[src/rtl/pwm_dac_multi.sv]
// pwm_dac_multi
//   Multi-channel PWM DAC with double-buffered duty registers. Every channel
//   shares one prescaled period counter, which runs as a sawtooth in
//   edge-aligned mode or as a triangle in center-aligned mode. All channels
//   copy their shadow duty into the active duty together at the period
//   boundary, so duty updates are glitch-free and phase-coherent.
// Ports
//   clk          system clock
//   rst_n        asynchronous active-low reset
//   en           run enable; low holds the counters at zero and forces sout low
//   wr_en        write strobe for the shadow duty register
//   wr_ch        channel index for the write (out-of-range writes are dropped)
//   wr_data      duty value to write
//   sout         registered PWM outputs, one per channel
//   period_start one-cycle pulse after shadow duties load into active
module pwm_dac_multi #(
  parameter int WIDTH    = 8,
  parameter int CHANNELS = 4,
  parameter int DIV      = 1,
  parameter int CENTER   = 0
) (
  input  logic                                            clk,
  input  logic                                            rst_n,
  input  logic                                            en,
  input  logic                                            wr_en,
  input  logic [((CHANNELS > 1) ? $clog2(CHANNELS) : 1)-1:0] wr_ch,
  input  logic [WIDTH-1:0]                                wr_data,
  output logic [CHANNELS-1:0]                             sout,
  output logic                                            period_start
);

  localparam int DW  = (DIV > 1) ? $clog2(DIV) : 1;
  localparam bit CTR = (CENTER != 0);

  typedef enum logic {
    UP   = 1'b0,
    DOWN = 1'b1
  } dir_t;

  logic [DW-1:0]    div_cnt, div_cnt_n;
  logic [WIDTH-1:0] cnt, cnt_n;
  dir_t             dir, dir_n;
  logic             tick;
  logic             load;
  logic [WIDTH-1:0] shadow [CHANNELS];
  logic [WIDTH-1:0] active [CHANNELS];

  assign tick = en && (div_cnt == DW'(DIV - 1));

  // Next-state for the prescaler and the period counter.
  always_comb begin
    div_cnt_n = div_cnt;
    cnt_n     = cnt;
    dir_n     = dir;
    load      = 1'b0;
    if (!en) begin
      div_cnt_n = '0;
      cnt_n     = '0;
      dir_n     = UP;
    end else begin
      div_cnt_n = tick ? '0 : div_cnt + 1'b1;
      if (tick) begin
        // In center mode cnt==0 only ever occurs while heading up, but the
        // direction term keeps the load condition explicit.
        load = (cnt == '0) && (!CTR || dir == UP);
        if (!CTR) begin
          cnt_n = cnt + 1'b1;
        end else if (dir == UP) begin
          cnt_n = cnt + 1'b1;
          if (cnt_n == '1) dir_n = DOWN;
        end else begin
          cnt_n = cnt - 1'b1;
          if (cnt_n == '0) dir_n = UP;
        end
      end
    end
  end

  always_ff @(posedge clk or negedge rst_n) begin
    if (!rst_n) begin
      div_cnt      <= '0;
      cnt          <= '0;
      dir          <= UP;
      period_start <= 1'b0;
      sout         <= '0;
      for (int unsigned i = 0; i < CHANNELS; i++) begin
        shadow[i] <= '0;
        active[i] <= '0;
      end
    end else begin
      div_cnt      <= div_cnt_n;
      cnt          <= cnt_n;
      dir          <= dir_n;
      period_start <= load;
      for (int unsigned i = 0; i < CHANNELS; i++) begin
        sout[i] <= en & (active[i] > cnt);
        // Non-blocking copy: a write landing on the load edge is not seen
        // here and waits in shadow for the following period.
        if (load) active[i] <= shadow[i];
      end
      if (wr_en && (int'(wr_ch) < CHANNELS)) shadow[wr_ch] <= wr_data;
    end
  end

endmodule

[config.mk]
export PLATFORM = sky130hd
export DESIGN_NAME = pwm_dac_multi
export DESIGN_NICKNAME = d
export VERILOG_FILES = /design/src/rtl/pwm_dac_multi.sv
export SDC_FILE = /design/constraint.sdc
export NUM_CORES = 1
export LEC_CHECK = 0
export CAP_MARGIN = 15
export CELL_PAD_IN_SITES_DETAIL_PLACEMENT = 0
export CELL_PAD_IN_SITES_GLOBAL_PLACEMENT = 2
export CORE_ASPECT_RATIO = 2
export CORE_UTILIZATION = 43
export CTS_CLUSTER_SIZE = 16
export DETAILED_ROUTE_END_ITERATION = 16
export PLACE_DENSITY = 0.85
export SLEW_MARGIN = 15
export SYNTH_ARGS = -nofsm -noshare
export SYNTH_HDL_FRONTEND = slang
export SYNTH_SLANG_ARGS = --single-unit
[constraint.sdc]
create_clock -name clk -period 2.3 [get_ports clk]
set_input_delay 0.345 -clock clk [delete_from_list [all_inputs] [get_ports clk]]
set_output_delay 0.345 -clock clk [all_outputs]
set_load 0.05 [all_outputs]
==> results.txt, run 1 <==
----------------------------------------------------
[Global routing]
  Initial antenna violation count ... 0
  Met3 Resource Use GR ... 3.89%
  GR peak layer ... met2
  Met2 Usage GRT ... 30.4%
  Maximum number of pins on one net before global-route repair ... slightly below 80
  Wire length of the first global-routing pass ... around 12,000 µm
  Overall fraction of global-route tracks in use ... 18.0%
  Grt total ovfl ... 0
  Via count of the first global-routing pass ... roughly 2,300
  Met1 usage in global routing ... between 20% and 30%

[Route]
  Number of remaining DRC errors ... 0
  Via count ... roughly 2,200
  1st-iter DRT viols ... 38
  Number of vias per cell ... 5.42
  Wirelength per Cell ... approximately 18 µm
  Wirelength, routed ... roughly 7300 µm
  Antenna violation net count after detailed routing ... 0
  Count of TritonRoute iterations in the first routing pass ... 4

[Final layout]
  Nets ... 348
  Synth-to-layout area growth ... 18.2%
  Summed area of non-filler cells in the final layout ... around 4500 µm²
  Final antenna diode count ... 0
  Share of cells above drive strength 1 ... a little under 30%

[Power]
  Leakage Power ... approximately 2.1 nW
  Total power of the final layout ... between 4 and 5 mW
  Power per cell area ... approximately 1100 nW/µm²
  Peak ir drop on the vdd network ... 0.474 mV

[Critical path]
  Reg-to-Reg Start ... cnt[6]$_DFFE_PN0P_
  R2r worst-path depth ... 5
  Reg2reg end ... active[27]$_DFFE_PN0P_
  WP data arrival ... approximately 2.2 ns
  Type of element capturing the critical path ... flip-flop
  Worst-path maximum fanout ... 16
  Required time of the critical path ... 2.52 ns
  Sort of element at the start of the critical path ... flip-flop
  Worst Setup Path Type ... flip-flop to flip-flop
  Minimum setup slack among reg-to-reg paths ... between 0.3 and 0.4 ns

[Floorplanning]
  Io pins ... 19
  Die width ... 68.5 µm
  Initial core utilization ... between 40% and 50%
  Die outline height ... 135 µm
  Num rows ... 48
  Total die area ... 9260 µm²
  Placeable core area ... roughly 8600 µm²

[Synthesis]
  Dominant cell by count in the synthesized netlist ... sky130_fd_sc_hd__dfrtp_1
  Count of distinct cell types in the synthesized netlist ... 28
  Async set or reset register ratio after synthesis ... 100%
  Synthesized netlist cell count ... ~270
  Cell area after technology mapping ... between 3000 and 4000 µm²
  Synth warn ... 0
  Top cell type by total area after synthesis ... sky130_fd_sc_hd__dfrtp_1
  Main flop type after synthesis ... sky130_fd_sc_hd__dfrtp_1
  Number of flops mapped to enable cells by yosys ... 0
  Most area-consuming cells after synthesis ... sky130_fd_sc_hd__dfrtp_1, sky130_fd_sc_hd__mux2_4, sky130_fd_sc_hd__ha_1
  Synthesized flop and latch total ... approximately 80
  Fraction of synthesized cell area taken by the top area cell type ... between 50% and 60%
  Net count of the mapped netlist ... around 320
  Mean instance size in the synthesized netlist ... 14.2 µm²
  Register area share after synthesis ... 51.3%
  Post-synth top cells ... sky130_fd_sc_hd__dfrtp_1, sky130_fd_sc_hd__mux2_2, sky130_fd_sc_hd__ha_1

[Clock network]
  Worst-path clk slew ... roughly 0.060 ns
  Post-CTS setup buffers ... 0
  CTS tree ... built
  Clock Latency Late Sink ... between 0.3 and 0.4 ns
  H-tree levels ... 3
  Clock buffer depth ... 2
  Root buf cell ... sky130_fd_sc_hd__clkbuf_16
  Clock net sink count ... between 70 and 80
  Number of hold buffers added after CTS ... 0
  Resized Gates After CTS ... 0
  Number of buffers inserted during clock tree synthesis ... 9

[Min path]
  Min-Delay Path Class ... input pin to async pin

[STA]
  RSZ-0062 raised after global routing ... no
  Post-route setup TNS ... 0 ns
  Number of pins with negative max-slew slack in the final report ... 0
  Number of setup violations in the final report ... 0
  Ratio of final minimum period to clock period ... a little under nine tenths
  Final worst clock skew ... 0.00692 ns
  Tightest slew margin relative to the limit ... around two thirds
  Final period demand of the worst path ... just under 2 ns
  Worst-margin pin slew ... a little over 0.5 ns
  Number of hold violations in the final report ... 0
  Min setup slack post-route ... 0.345 ns
  Fmax achieved ... a little over 0.5 GHz

[Placed design]
  Port-buffer cells ... 18
  Placed wire-length estimate after detailed placement ... ~5400 µm
  GP Congestion ... approximately 0.76
  Worst slack at placement ... between 0.04 and 0.05 ns
  Instance area at placement ... ~4200 µm²

[Run]
  Max_cap viols ... 0

[Status]
  Status ... complete, no violations

----------------------------------------------------
through the flow:
stage,util [%],cells,hold WS [ns]
6_report,52.4,404,0.0119
5_1_grt,52.4,404,0.0523
4_1_cts,52.4,404,0.0440
3_5_place_dp,48.4,389,0.403
3_3_place_gp,48.4,389,0.389
2_1_floorplan,-,269,0.0494
worst max path at each step:
| stage | start | endpoint | slack [ns] |
|---|---|---|---|
| 3_3_place_gp | en | active[27]$_DFFE_PN0P_ | 0.03 |
| 2_1_floorplan | cnt[6]$_DFFE_PN0P_ | active[0]$_DFFE_PN0P_ | 0.43 |
| 6_report | cnt[6]$_DFFE_PN0P_ | active[27]$_DFFE_PN0P_ | 0.34 |
| 4_1_cts | cnt[6]$_DFFE_PN0P_ | active[27]$_DFFE_PN0P_ | 0.34 |
| 5_1_grt | cnt[6]$_DFFE_PN0P_ | active[28]$_DFFE_PN0P_ | 0.27 |
| 3_5_place_dp | en | active[27]$_DFFE_PN0P_ | 0.04 |
kinds of logic (layout without fill, tap and decap cells):
group	Yosys count	after routing	share of synthesized area, %
XOR/XNOR	7	7	1.61
adder cells (fa/ha/maj)	34	34	11.2
flip-flops	78	78	51.3
AND/OR/NAND/NOR	38	38	6.84
other	1	1	0.0985
buffers and inverters	17	52	2.27
AO/OA/AOI/OAI	29	29	4.70
multiplexers	65	65	22.1
cell usage in the layout (no fill, tap or decap), types with 2 or more instances in the layout:
cell type	count
sky130_fd_sc_hd__dfrtp_1	78
sky130_fd_sc_hd__mux2_2	35
sky130_fd_sc_hd__ha_1	34
sky130_fd_sc_hd__mux2_4	29
sky130_fd_sc_hd__clkdlybuf4s50_1	17
sky130_fd_sc_hd__inv_1	13
sky130_fd_sc_hd__a21oi_1	10
sky130_fd_sc_hd__clkbuf_16	9
sky130_fd_sc_hd__nand3_1	8
sky130_fd_sc_hd__nand4_1	8
sky130_fd_sc_hd__xnor2_1	7
sky130_fd_sc_hd__and2_1	7
sky130_fd_sc_hd__a21o_1	6
sky130_fd_sc_hd__nor2b_1	6
sky130_fd_sc_hd__o21ai_0	5
sky130_fd_sc_hd__o211ai_1	4
sky130_fd_sc_hd__buf_4	4
sky130_fd_sc_hd__a31oi_1	3
sky130_fd_sc_hd__bufinv_16	3
sky130_fd_sc_hd__buf_12	3
sky130_fd_sc_hd__nand3b_1	2
metal layers:
metal  vias up  routed length, µm
met1      1093               2930
met3        14                181
met5         -                  0
met2        36               3960
met4         0                208
li1       1047                  -
cell type report:
class	instances	area [µm²]
timing repair buffer	24	260
tap	100	125
sequential	78	1950
inverter	13	48.8
clock buffer	10	239
fill	739	4090
clock inverter	5	106
multi-input combinational	174	1770
critical path: stages (launching register included):
cell	delay (ns)
sky130_fd_sc_hd__dfrtp_1	0.41
sky130_fd_sc_hd__or4b_1	0.55
sky130_fd_sc_hd__nor3_2	0.19
sky130_fd_sc_hd__nand4_4	0.17
sky130_fd_sc_hd__buf_12	0.21
sky130_fd_sc_hd__mux2_4	0.30
state kept, by name, summed over array words and instances, names as in the netlist:
signal,cells
active,32
shadow,32
cnt,8
sout,4
div_cnt,1
period_start,1
power by group:
part / switching [mW] / total (mW) / internal [mW]
combinational: 0.581 / 1.32 / 0.738
sequential: 0.229 / 1.97 / 1.74
clock: 0.535 / 1.62 / 1.09
total: 1.34 / 4.91 / 3.56
Note: power is estimated with default switching activity, not from simulation.
==> run 2, diff against run 1 <==
--- a/config.mk
+++ b/config.mk
@@ -13,6 +13,7 @@
 export CTS_CLUSTER_SIZE = 16
 export DETAILED_ROUTE_END_ITERATION = 16
 export PLACE_DENSITY = 0.85
+export SETUP_SLACK_MARGIN = 0.3
 export SLEW_MARGIN = 15
 export SYNTH_ARGS = -nofsm -noshare
 export SYNTH_HDL_FRONTEND = slang
==> run 2 against run 1 <==
Compared with the run above: final area is 1.7% higher; maximum frequency is 0.41% lower; utilization is 0.90 points higher; routed wire length is 1.5% higher; via count is 2.4% higher; clock power hardly changed.
==> results.txt, run 2 (same netlist as run 1, synthesis figures left out) <==
----------------------------------------------------
[Status]
  Status ... complete, no violations (unchanged)

[STA]
  Min setup slack post-route ... 0.337 ns (was 0.345 ns)
  Number of hold violations in the final report ... 0 (unchanged)
  Tightest slew margin relative to the limit ... 66.0% (unchanged)
  Final worst clock skew ... 0.00731 ns (was 0.00692 ns)
  Worst-margin pin slew ... 0.509 ns (unchanged)
  Post-route setup TNS ... 0 ns (unchanged)
  Fmax achieved ... 0.509 GHz (was 0.511 GHz)
  Ratio of final minimum period to clock period ... 85.4% (was 85.0%)
  RSZ-0062 raised after global routing ... yes (was no)
  Number of setup violations in the final report ... 0 (unchanged)
  Final worst hold slack ... 0.00829 ns (was 0.0119 ns)
  Number of pins with negative max-slew slack in the final report ... 0 (unchanged)
  Final period demand of the worst path ... 1.96 ns (about the same)

[Route]
  Number of vias per cell ... 5.50 (was 5.42)
  Antenna violation net count after detailed routing ... 0 (unchanged)
  Via count ... 2,242 (was 2,190)
  Count of TritonRoute iterations in the first routing pass ... 5 (was 4)
  Wirelength per Cell ... 18.1 µm (was 18.0 µm)
  Number of remaining DRC errors ... 0 (unchanged)
  1st-iter DRT viols ... 58 (was 38)
  Wirelength, routed ... 7390 µm (was 7280 µm)

[Clock network]
  CTS tree ... built (unchanged)
  Clock buffer depth ... 2 (unchanged)
  Worst-path clk slew ... 0.06 ns (about the same)
  Root buf cell ... sky130_fd_sc_hd__clkbuf_16 (unchanged)
  Number of hold buffers added after CTS ... 0 (unchanged)
  H-tree levels ... 3 (unchanged)
  Number of buffers inserted during clock tree synthesis ... 9 (unchanged)
  Clock net sink count ... 78 (unchanged)
  Clock Latency Late Sink ... 0.33 ns (about the same)

[Final layout]
  Leading cell type in the layout, fill and taps excluded ... sky130_fd_sc_hd__dfrtp_1 (unchanged)
  Summed area of non-filler cells in the final layout ... 4580 µm² (was 4500 µm²)
  Share of cells above drive strength 1 ... 30.8% (was 29.6%)
  Filler cell count ... 730 (was 739)
  Largest registers ... active (32), shadow (32), cnt (8) (unchanged)
  Commonest non-fill, non-tap cells in the layout ... sky130_fd_sc_hd__dfrtp_1, sky130_fd_sc_hd__mux2_2, sky130_fd_sc_hd__ha_1, sky130_fd_sc_hd__mux2_4, sky130_fd_sc_hd__clkdlybuf4s50_1 (unchanged)
  Nets ... 352 (was 348)
  Synth-to-layout area growth ... 20.2% (was 18.2%)
  Final antenna diode count ... 0 (unchanged)

[Critical path]
  Type of element capturing the critical path ... flip-flop (unchanged)
  R2r worst-path depth ... 5 (unchanged)
  Required time of the critical path ... 2.51 ns (was 2.52 ns)
  WP data arrival ... 2.18 ns (was 2.17 ns)
  Worst-path maximum fanout ... 16 (unchanged)
  Worst Setup Path Type ... flip-flop to flip-flop (unchanged)
  Minimum setup slack among reg-to-reg paths ... 0.34 ns (about the same)
  Reg2reg end ... active[27]$_DFFE_PN0P_ (unchanged)
  Start point of the critical path ... cnt[6]$_DFFE_PN0P_ (unchanged)
  Capturing instance or port of the critical path ... active[27]$_DFFE_PN0P_ (unchanged)
  Reg-to-Reg Start ... cnt[6]$_DFFE_PN0P_ (unchanged)
  Sort of element at the start of the critical path ... flip-flop (unchanged)

[Placed design]
  Port-buffer cells ... 18 (unchanged)
  GP Congestion ... 0.761 (unchanged)
  Instance area at placement ... 4160 µm² (unchanged)
  Worst slack at placement ... 0.0428 ns (unchanged)
  Placed wire-length estimate after detailed placement ... 5410 µm (unchanged)

[Global routing]
  Initial antenna violation count ... 0 (unchanged)
  Grt total ovfl ... 0 (unchanged)
  Maximum number of pins on one net before global-route repair ... 79 (unchanged)
  Overall fraction of global-route tracks in use ... 18.0% (unchanged)
  Wire length of the first global-routing pass ... 11,700 µm (unchanged)
  Via count of the first global-routing pass ... 2,251 (unchanged)

[Power]
  Power per cell area ... 1080 nW/µm² (was 1090 nW/µm²)
  Peak ir drop on the vdd network ... 0.475 mV (was 0.474 mV)
  Leakage Power ... 2.12 nW (was 2.07 nW)
  Total power of the final layout ... 4.92 mW (was 4.91 mW)

[Floorplanning]
  Die outline height ... 135 µm (unchanged)
  Num rows ... 48 (unchanged)
  Total die area ... 9260 µm² (unchanged)
  Initial core utilization ... 44.3% (unchanged)
  Placeable core area ... 8590 µm² (unchanged)
  Io pins ... 19 (unchanged)
  Die width ... 68.5 µm (unchanged)

[Min path]
  Min-Delay Path Class ... input pin to async pin (unchanged)

[Run]
  Max_cap viols ... 0 (unchanged)

----------------------------------------------------
run 2: area by class of cell:
| type | instances | area [µm²] | area share [%] |
|---|---|---|---|
| sequential | 78 | 1950 | 42.6 |
| multi-input combinational | 174 | 1780 | 38.9 |
| timing repair buffer | 28 | 328 | 7.16 |
| clock buffer | 10 | 239 | 5.22 |
| tap | 100 | 125 | 2.73 |
| clock inverter | 5 | 106 | 2.32 |
| inverter | 13 | 48.8 | 1.07 |
run 2: how the worst min path moves through the flow:
stage               startpoint                     to  slack (ns)  cells past startpoint
CTS                      rst_n      sout[0]$_DFF_PN0_        0.04                      2
global placement         rst_n      div_cnt$_DFF_PN0_        0.39                      2
finish                   rst_n     cnt[0]$_DFFE_PN0P_       0.008                      2
detailed placement       rst_n      sout[0]$_DFF_PN0_        0.40                      2
floorplan                rst_n  active[0]$_DFFE_PN0P_        0.05                      0
global route             rst_n     cnt[0]$_DFFE_PN0P_        0.05                      2
run 2: per-stage QoR:
step,instances,util [%]
after floorplan,269,-
after global placement,389,48.4
after detailed placement,389,48.4
after CTS,404,52.4
after global routing,408,53.3
final,408,53.3
run 2: repair_timing:
| item | 4_1_cts | 5_1_grt |
|---|---|---|
| buffers inserted | 0 | 2 |
| resized for setup | 0 | 3 |
| endpoints found under the setup margin | 0 | 29 |
| endpoints found under the hold margin | 0 | 0 |
run 2: power by group:
part / internal, mW / total (mW) / switching, mW
Sequential: 1.74 / 1.97 / 0.229
Combinational: 0.750 / 1.34 / 0.587
Clock: 1.09 / 1.62 / 0.533
run 2: per-layer routing:
layer	vias up	GRT usage (%)	part of all wire [%]
met1	1116	20.2	40
li1	1054	-	-
met4	0	9.72	2.9
met3	20	3.89	2.7
met5	-	0	0
met2	52	30.4	55
run 2: critical path, cell delays in order (launching register included):
cell and delay, ns:
sky130_fd_sc_hd__dfrtp_1 0.38, sky130_fd_sc_hd__or4b_4 0.55, sky130_fd_sc_hd__nor3_4 0.16, sky130_fd_sc_hd__nand4_4 0.22, sky130_fd_sc_hd__buf_12 0.24, sky130_fd_sc_hd__mux2_4 0.30
